## config.mk

```make
export PLATFORM = sky130hd
export DESIGN_NAME = flappy_pipe_ctrl
export DESIGN_NICKNAME = d
export VERILOG_FILES = /design/src/rtl/flappy_pkg.sv /design/src/rtl/flappy_lfsr8.sv /design/src/rtl/flappy_pipe_ctrl.sv
export SDC_FILE = /design/constraint.sdc
export NUM_CORES = 1
export LEC_CHECK = 0
export BUFFER_PORTS_ARGS = -buffer_cell sky130_fd_sc_hd__buf_2
export CAP_MARGIN = 10
export CORE_ASPECT_RATIO = 1.2
export CORE_MARGIN = 8
export CORE_UTILIZATION = 40
export DETAILED_ROUTE_END_ITERATION = 16
export PLACE_DENSITY = 0.69
export REMOVE_ABC_BUFFERS = 1
export SLEW_MARGIN = 10
export SYNTH_ARGS = -nofsm -noshare
export SYNTH_HDL_FRONTEND = slang
export SYNTH_SLANG_ARGS = --single-unit
export TNS_END_PERCENT = 1
```

## constraint.sdc

```tcl
create_clock -name Clk -period 4.1 [get_ports Clk]
set_input_delay 0.615 -clock Clk [delete_from_list [all_inputs] [get_ports Clk]]
set_output_delay 0.615 -clock Clk [all_outputs]
set_load 0.01 [all_outputs]
```

## src/rtl/flappy_pkg.sv

```systemverilog
// Shared game constants and state encodings for the flappy pipe/bird blocks.
package flappy_pkg;

  localparam int SCREEN_W   = 640;
  localparam int SCREEN_H   = 480;
  localparam int FLOOR_Y    = 464;
  localparam int BIRD_SZ    = 16;
  localparam int PIPE_W     = 52;
  localparam int GAP_H      = 120;
  localparam int GAP_MIN    = 80;
  localparam int PIPE_START = 640;
  localparam int SPEED      = 2;

  localparam logic [7:0] LFSR_SEED = 8'hA5;

  localparam logic [2:0] ST_I    = 3'b001;
  localparam logic [2:0] ST_RUN  = 3'b010;
  localparam logic [2:0] ST_LOST = 3'b100;

  typedef enum logic [2:0] {
    S_I    = ST_I,
    S_RUN  = ST_RUN,
    S_LOST = ST_LOST
  } state_t;

  // Gap top edge from the random byte: 80..335 keeps the gap above the floor.
  function automatic logic [9:0] gap_from(input logic [7:0] r);
    return 10'(GAP_MIN) + {2'b00, r};
  endfunction

endpackage

```

## src/rtl/flappy_lfsr8.sv

```systemverilog
// 8-bit Fibonacci LFSR, x^8+x^6+x^5+x^4+1, for pipe gap randomisation.
module flappy_lfsr8 #(
  parameter logic [7:0] SEED = 8'hA5
) (
  input  logic       Clk,
  input  logic       Reset,
  input  logic       en,
  output logic [7:0] q
);

  logic fb;

  assign fb = q[7] ^ q[5] ^ q[4] ^ q[3];

  always_ff @(posedge Clk or posedge Reset) begin
    if (Reset)   q <= SEED;
    else if (en) q <= {q[6:0], fb};
  end

endmodule

```

## src/rtl/flappy_pipe_ctrl.sv

```systemverilog
// Scrolling pipe, gap randomisation, score and collision detection.
module flappy_pipe_ctrl
  import flappy_pkg::*;
#(
  parameter int         P_START = PIPE_START,
  parameter int         P_SPEED = SPEED,
  parameter logic [7:0] P_SEED  = LFSR_SEED
) (
  input  logic       Clk,
  input  logic       Reset,
  input  logic       Start,
  input  logic       Ack,
  input  logic       Tick,
  input  logic [9:0] XBird,
  input  logic [9:0] YBird,
  output logic [9:0] XPipe,
  output logic [9:0] YGap,
  output logic [7:0] Score,
  output logic       Lost,
  output logic       q_I,
  output logic       q_Run,
  output logic       q_Lost
);

  state_t      state, state_nx;
  logic [9:0]  xpipe_nx, ygap_nx;
  logic [7:0]  score_nx;
  logic [7:0]  lfsr;

  logic [10:0] bird_r, pipe_r, bird_b, gap_b;
  logic        xov, yout, floor_hit, hit;

  flappy_lfsr8 #(.SEED(P_SEED)) u_lfsr (
    .Clk   (Clk),
    .Reset (Reset),
    .en    (1'b1),
    .q     (lfsr)
  );

  // 11-bit sums so edges near the right/bottom of the screen never wrap.
  assign bird_r = {1'b0, XBird} + 11'(BIRD_SZ);
  assign pipe_r = {1'b0, XPipe} + 11'(PIPE_W);
  assign bird_b = {1'b0, YBird} + 11'(BIRD_SZ);
  assign gap_b  = {1'b0, YGap}  + 11'(GAP_H);

  assign xov       = (bird_r > {1'b0, XPipe}) && ({1'b0, XBird} < pipe_r);
  assign yout      = (YBird < YGap) || (bird_b > gap_b);
  assign floor_hit = (YBird >= 10'(FLOOR_Y));
  assign hit       = (xov && yout) || floor_hit;

  always_ff @(posedge Clk or posedge Reset) begin
    if (Reset) begin
      state <= S_I;
      XPipe <= 10'(P_START);
      YGap  <= gap_from(P_SEED);
      Score <= '0;
    end else begin
      state <= state_nx;
      XPipe <= xpipe_nx;
      YGap  <= ygap_nx;
      Score <= score_nx;
    end
  end

  always_comb begin
    state_nx = state;
    xpipe_nx = XPipe;
    ygap_nx  = YGap;
    score_nx = Score;
    case (state)
      S_I: begin
        xpipe_nx = 10'(P_START);
        score_nx = '0;
        if (Start) begin
          state_nx = S_RUN;
          ygap_nx  = gap_from(lfsr);
        end
      end
      S_RUN: begin
        if (Tick) begin
          if (hit) begin
            state_nx = S_LOST;
          end else if (XPipe <= 10'(P_SPEED)) begin
            xpipe_nx = 10'(P_START);
            ygap_nx  = gap_from(lfsr);
            if (Score != 8'hFF) score_nx = Score + 8'd1;
          end else begin
            xpipe_nx = XPipe - 10'(P_SPEED);
          end
        end
      end
      S_LOST: begin
        if (Ack) begin
          state_nx = S_I;
          xpipe_nx = 10'(P_START);
          score_nx = '0;
        end
      end
      default: begin
        state_nx = S_I;
        xpipe_nx = 10'(P_START);
        score_nx = '0;
      end
    endcase
  end

  assign q_I    = (state == S_I);
  assign q_Run  = (state == S_RUN);
  assign q_Lost = (state == S_LOST);
  assign Lost   = q_Lost;

endmodule

```

======== Word level (Yosys, flattened, before mapping) ========
Index checks and enable logic that the tools add are counted.
W data, S select, Z words.
storage, ports and cells
  flip-flop bits (word level) ............. 39
  bits in latches ......................... 0
  RAM bits ................................ 0
  ROM bits ................................ 0
  input port bits ......................... 25
  output and inout bits ................... 32
  logic and storage cells ................. 62
  memories kept ........................... 0
operators by class
  add/subtract/negate cells ............... 7
  $mul .................................... 0
  div/mod/pow operators ................... 0
  magnitude comparators ................... 6
  eq/ne operators ......................... 11
  shifts and indexed selects .............. 0
  multiplexer cells ....................... 21
  bitwise operators ....................... 3
  reductions and logical operators ........ 9
operators with widths
  operator                 number
  $mux W10                 8
  $mux W8                  5
  $pmux W10 S2             2
  $add A10 B5 Y11 const B  2
  $pmux W8 S2              1
  $mux W3                  4
  $add A10 B6 Y11 const B  1
  $add A10 B7 Y11 const B  1
  $gt A11 B10 Y1           1
  $gt A11 B11 Y1           1
  $lt A10 B11 Y1           1
  $ge A10 B9 Y1 const B    1
  $le A10 B2 Y1 const B    1
  $lt A10 B10 Y1           1
  $reduce_and A5 Y1        2
  $sub A10 B2 Y10 const B  1
  $add A7 B8 Y9 const A    1
  $pmux W3 S3              1
  $add A8 B1 Y8 const B    1
  $ne A2 B2 Y1 const B     4
  $ne A8 B8 Y1 const B     1
  $ne A2 B1 Y1 const B     3
  $reduce_and A4 Y1        1
  $eq A3 B1 Y1 const B     1
  other kinds (7)          11

======== Logic depth before layout (Yosys ltp) ========
  depth after elaboration ................. 8
  depth in mapped cells ................... 14
  mapped depth without buffers ............ 12

======== Hierarchy ========
From an unflattened synthesis, not the netlist that was laid out.
second synthesis, totals
  cell total of the unflattened synthesis .. 351
  area total of the unflattened synthesis .. 3221.8 sq um
by module, submodules not included
  module            times used  cells an instance  area an instance (sq um)  seq. area each (sq um)
  flappy_pipe_ctrl  1           329                2894.0                    737.0
  flappy_lfsr8      1           22                 327.8                     205.2

======== Worst setup path after synthesis ========
No wires, ideal clock.
  path type ............................... input -> register
  start ................................... in YBird[4]
  end ..................................... reg YGap[1]
  library setup time ...................... 125 ps
  data arrival time ....................... 3121 ps
  data required time ...................... 3975 ps
  path slack .............................. 854 ps
  cell stages on the path ................. 12
  buffers on the path ..................... 1
  cells stage by stage .................... ha_1 -> nand3_1 -> xnor2_1 -> ha_1 -> a21o_1 -> a21oi_2 -> or4b_1 -> a211oi_2 -> o21ai_2 -> o21bai_2 -> buf_6 -> mux2_4
on the way
  longest elaborated chain between the ends .. 7
  elaborated cells on any way between the ends .. 9
  those cells by class .................... add/sub: 1; order compare: 3; eq/ne: 1; reduce/logical: 4
RTL lines
  element                        RTL line                RTL
  start: declaration             flappy_pipe_ctrl.sv:15  input logic [9:0] YBird,
  $add A10 B5 Y11                flappy_pipe_ctrl.sv:43  assign bird_b = {1'b0, YBird} + 11'(BIRD_SZ);
  $gt A11 B11 Y1                 flappy_pipe_ctrl.sv:47  assign yout = (YBird < YGap) || (bird_b > gap_b);
  $logic_or A1 B1 Y1             flappy_pipe_ctrl.sv:47
  $logic_and A1 B1 Y1            flappy_pipe_ctrl.sv:49  assign hit = (xov && yout) || floor_hit;
  $logic_or A1 B1 Y1 *           flappy_pipe_ctrl.sv:49
  $ne A2 B2 Y1 (no line) *       n/a
  $reduce_and A5 Y1 (no line) *  n/a
  end signal: assignment         flappy_pipe_ctrl.sv:55  YGap <= gap_from(P_SEED);
  end signal: assignment         flappy_pipe_ctrl.sv:60  YGap <= ygap_nx;
  end: declaration               flappy_pipe_ctrl.sv:17  output logic [9:0] YGap,
Mark *: on every way between the ends. The rest lies on a longest branch, timed or not.
A chain may end at the register's enable or synchronous reset.

======== Final worst setup path ========
  start ................................... reg YGap[3]
  end ..................................... reg YGap[6]
on the way
  longest elaborated chain between the ends .. 7
  elaborated cells on any way between the ends .. 8
  those cells by class .................... add/sub: 1; order compare: 2; eq/ne: 1; reduce/logical: 4
RTL lines
  element                        RTL line                RTL
  $add A10 B7 Y11                flappy_pipe_ctrl.sv:44  assign gap_b = {1'b0, YGap} + 11'(GAP_H);
  $gt A11 B11 Y1                 flappy_pipe_ctrl.sv:47
  $logic_or A1 B1 Y1 *           flappy_pipe_ctrl.sv:47
  $logic_and A1 B1 Y1 *          flappy_pipe_ctrl.sv:49
  $logic_or A1 B1 Y1 *           flappy_pipe_ctrl.sv:49
  $ne A2 B2 Y1 (no line) *       n/a
  $reduce_and A5 Y1 (no line) *  n/a
Marked as above.

==> run metrics <==
power density cells 337 nW/um^2; IO Count 57; first-pass GRT wire length 12300 um; Hold Crit Start u_lfsr.q[1]$_DFF_PP0_; largest cells by area after synthesis dfrtp_1, ha_1, dfstp_2; WS Path Type reg -> reg; Residual DRC 0; clock group share of total power 0.209; Max Root-Sink Buffers 2; Post-Syn Area 3050 um^2; Final Hold Vio Count 0; clock latency on the worst-skew pair 280 ps; Via density 5.52; Distinct cells, synth 56; CP Launch Point YGap[3]$_DFFE_PP0P_; relative slew slack 0.391; synthesized-area fraction occupied by and/or/nand/nor cells 0.160; Max stage delay on crit path 460 ps; Initial Utilization 0.405; Max-cap violations 0; Max Fclk 0.280 GHz; DR WL/cell 15.4 um; GRT Residual Overflow 0; Synth Area in Compound Gates 0.183; post-CTS setup buffers 0; placer congestion estimate 0.883; Port Buffers 54; antenna violations before repair 0; Ant. Diodes 0; number of global-route vias before repair 2653; P_int 0.710 mW; die outline area 10700 um^2; multi-input logic area 1940 um^2; largest family of logic cells by synthesized area compound AO/OA/AOI/OAI gates; die height 112 um; most frequent cells in the layout buf_2, ha_1, inv_1; reg2reg start YGap[3]$_DFFE_PP0P_; Crit. End Element flip-flop; layout cells sized above 1 0.235; clock root buffer clkbuf_8; Post-synth EDFFs 0; core box area 7530 um^2; Worst VDD drop 0.181 mV; DR vias 2622; Leakage 1.71 nW; Synth area leader dfrtp_1; Site Rows 35; most used cell, CP a21o_1; period utilisation layout 0.870; Syn Area/Cell 9.30 um^2; Critical Path AT 3780 ps; slowest cell on the critical path or4b_1; total routed wirelength 7300 um; Final nets 451; Cells after Synth 328; startpoint types flip-flop; Slew Limit Fails 0; Crit path required time 4310 ps; Sw Share 0.395; Async SR Flop Fraction 1.00; Post-Synth Adder-Cell Area 0.181; post-synthesis xor/xnor area fraction 0.0661; Post-DP HPWL 5940 um; 1st-iter DRT viols 100; Yosys warnings 0; sequential share of the synthesized area 0.309; multiplexer area fraction after synthesis 0.0443; top_reg_cell synth dfrtp_1; clock-pin slew on the worst setup and hold paths 70 ps; commonest non-fill, non-tap cell in the layout buf_2; post-synth top area share 0.197; Layout Skew 3.34 ps; switching power 0.463 mW; drt first pass iters 4; depth of the CTS H-tree 2; final setup fails 0; # fillers 748; min Tclk post-route 3570 ps; CTS tree yes; gr usage total 0.139; combinational share of power 0.422; area delta synth->final 14.1%; number of synthesized register bits 37; Worst Path Buf+Inv 1; Slew @ Worst Pin 905 ps; FF+latch area 942 um^2; status finished, final reports clean; Seq pwr share 0.369; die extent in x 95.7 um; clk sinks 37; post-CTS sizing 0; post-route ant nets 0; Final TNS setup 0 ps; CTS buffer count 5; unrepaired setup endpoints after global routing no; Hold Buf Count CTS 0; CP Max Fanout 9; CP Cell Sequence nor3_1 -> a21o_1 -> xnor2_1 -> ha_1 -> a21o_1 -> a21oi_2 -> or4b_1 -> a211oi_2 -> o21ai_2 -> o21bai_2 -> buf_4 -> mux2i_1; Hold Path Class reg -> reg; largest net degree at the start of global routing 38; Power, Total 1.17 mW; crit-path leading delay family compound AO/OA/AOI/OAI gates
[logic make-up (layout without fill, tap and decap cells)]
kind of cell / Yosys count / after routing
flops: 37 / 37
mux: 11 / 11
buf+inv: 39 / 93
xor+xnor: 23 / 23
other cells: 1 / 2
fa+ha+maj: 44 / 44
simple gates: 92 / 92
compound gates: 81 / 81
[stage by stage]
stage | area [um^2] | hold slack (ps) | setup WS [ps] | util | instances
2_1_floorplan | 2990 | 355 | 668 | - | 319
3_3_place_gp | 3390 | 367 | 451 | 0.450 | 467
3_5_place_dp | 3390 | 372 | 353 | 0.450 | 467
4_1_cts | 3480 | 390 | 493 | 0.462 | 475
5_1_grt | 3480 | 399 | 298 | 0.462 | 475
6_report | 3480 | 390 | 533 | 0.462 | 475
[cell usage after synthesis (3+ instances only)]
| library cell | n |
|---|---|
| nand4_1 | 3 |
| dfstp_2 | 13 |
| dfrtp_1 | 24 |
| nand2b_1 | 5 |
| o21a_1 | 6 |
| mux2i_1 | 6 |
| and3_1 | 9 |
| or4_1 | 4 |
| inv_1 | 28 |
| nor3_1 | 7 |
| xor2_1 | 6 |
| o21ai_0 | 14 |
| nand2_1 | 16 |
| a211oi_1 | 4 |
| a21o_1 | 5 |
| a41oi_1 | 6 |
| mux2_4 | 5 |
| xnor2_1 | 17 |
| o22ai_1 | 4 |
| a31oi_1 | 3 |
| buf_4 | 4 |
| ha_1 | 44 |
| a21oi_1 | 19 |
| clkbuf_1 | 4 |
| nor2_1 | 12 |
| nand3_1 | 23 |
[sequential cells by signal (all words and copies together), names as in the netlist]
name      flops
Score         8
u_lfsr.q      8
YGap          9
state         3
XPipe         9
[per-layer routing]
layer	vias to the layer above	global-route usage	part of all wire
li1	1302	-	-
met1	1255	0.163	0.41
met2	57	0.243	0.53
met3	8	0.0242	0.050
met4	0	0.0473	0.014
met5	-	0	0
[path summary, 6_finish.rpt]
kind	end	slack, ps	cells past startpoint
max in group asynchronous	XPipe[7]$_DFFE_PP1P_	3340	3
min in group asynchronous	u_lfsr.q[1]$_DFF_PP0_	420	3
max reg2reg	YGap[6]$_DFFE_PP1P_	530	12
max	YGap[6]$_DFFE_PP1P_	530	12
min	u_lfsr.q[2]$_DFF_PP1_	390	0
min reg2reg	u_lfsr.q[2]$_DFF_PP1_	390	0
[power groups by stage]
stage                     combinational, mW  sequential (mW)  clock, mW
final                                 0.495            0.433      0.246
after detailed placement              0.494            0.440          0
after floorplan                       0.348            0.434          0
after global routing                  0.561            0.438      0.275
after CTS                             0.496            0.433      0.254
after global placement                0.481            0.437          0
[cell type report]
| type | count | share of cell area |
|---|---|---|
| multi-input combinational | 253 | 0.558 |
| sequential | 37 | 0.271 |
| timing repair buffer | 56 | 0.0820 |
| tap | 92 | 0.0331 |
| inverter | 29 | 0.0313 |
| clock buffer | 5 | 0.0198 |
| clock inverter | 3 | 0.00504 |
Note: power is estimated with default switching activity, not from simulation.
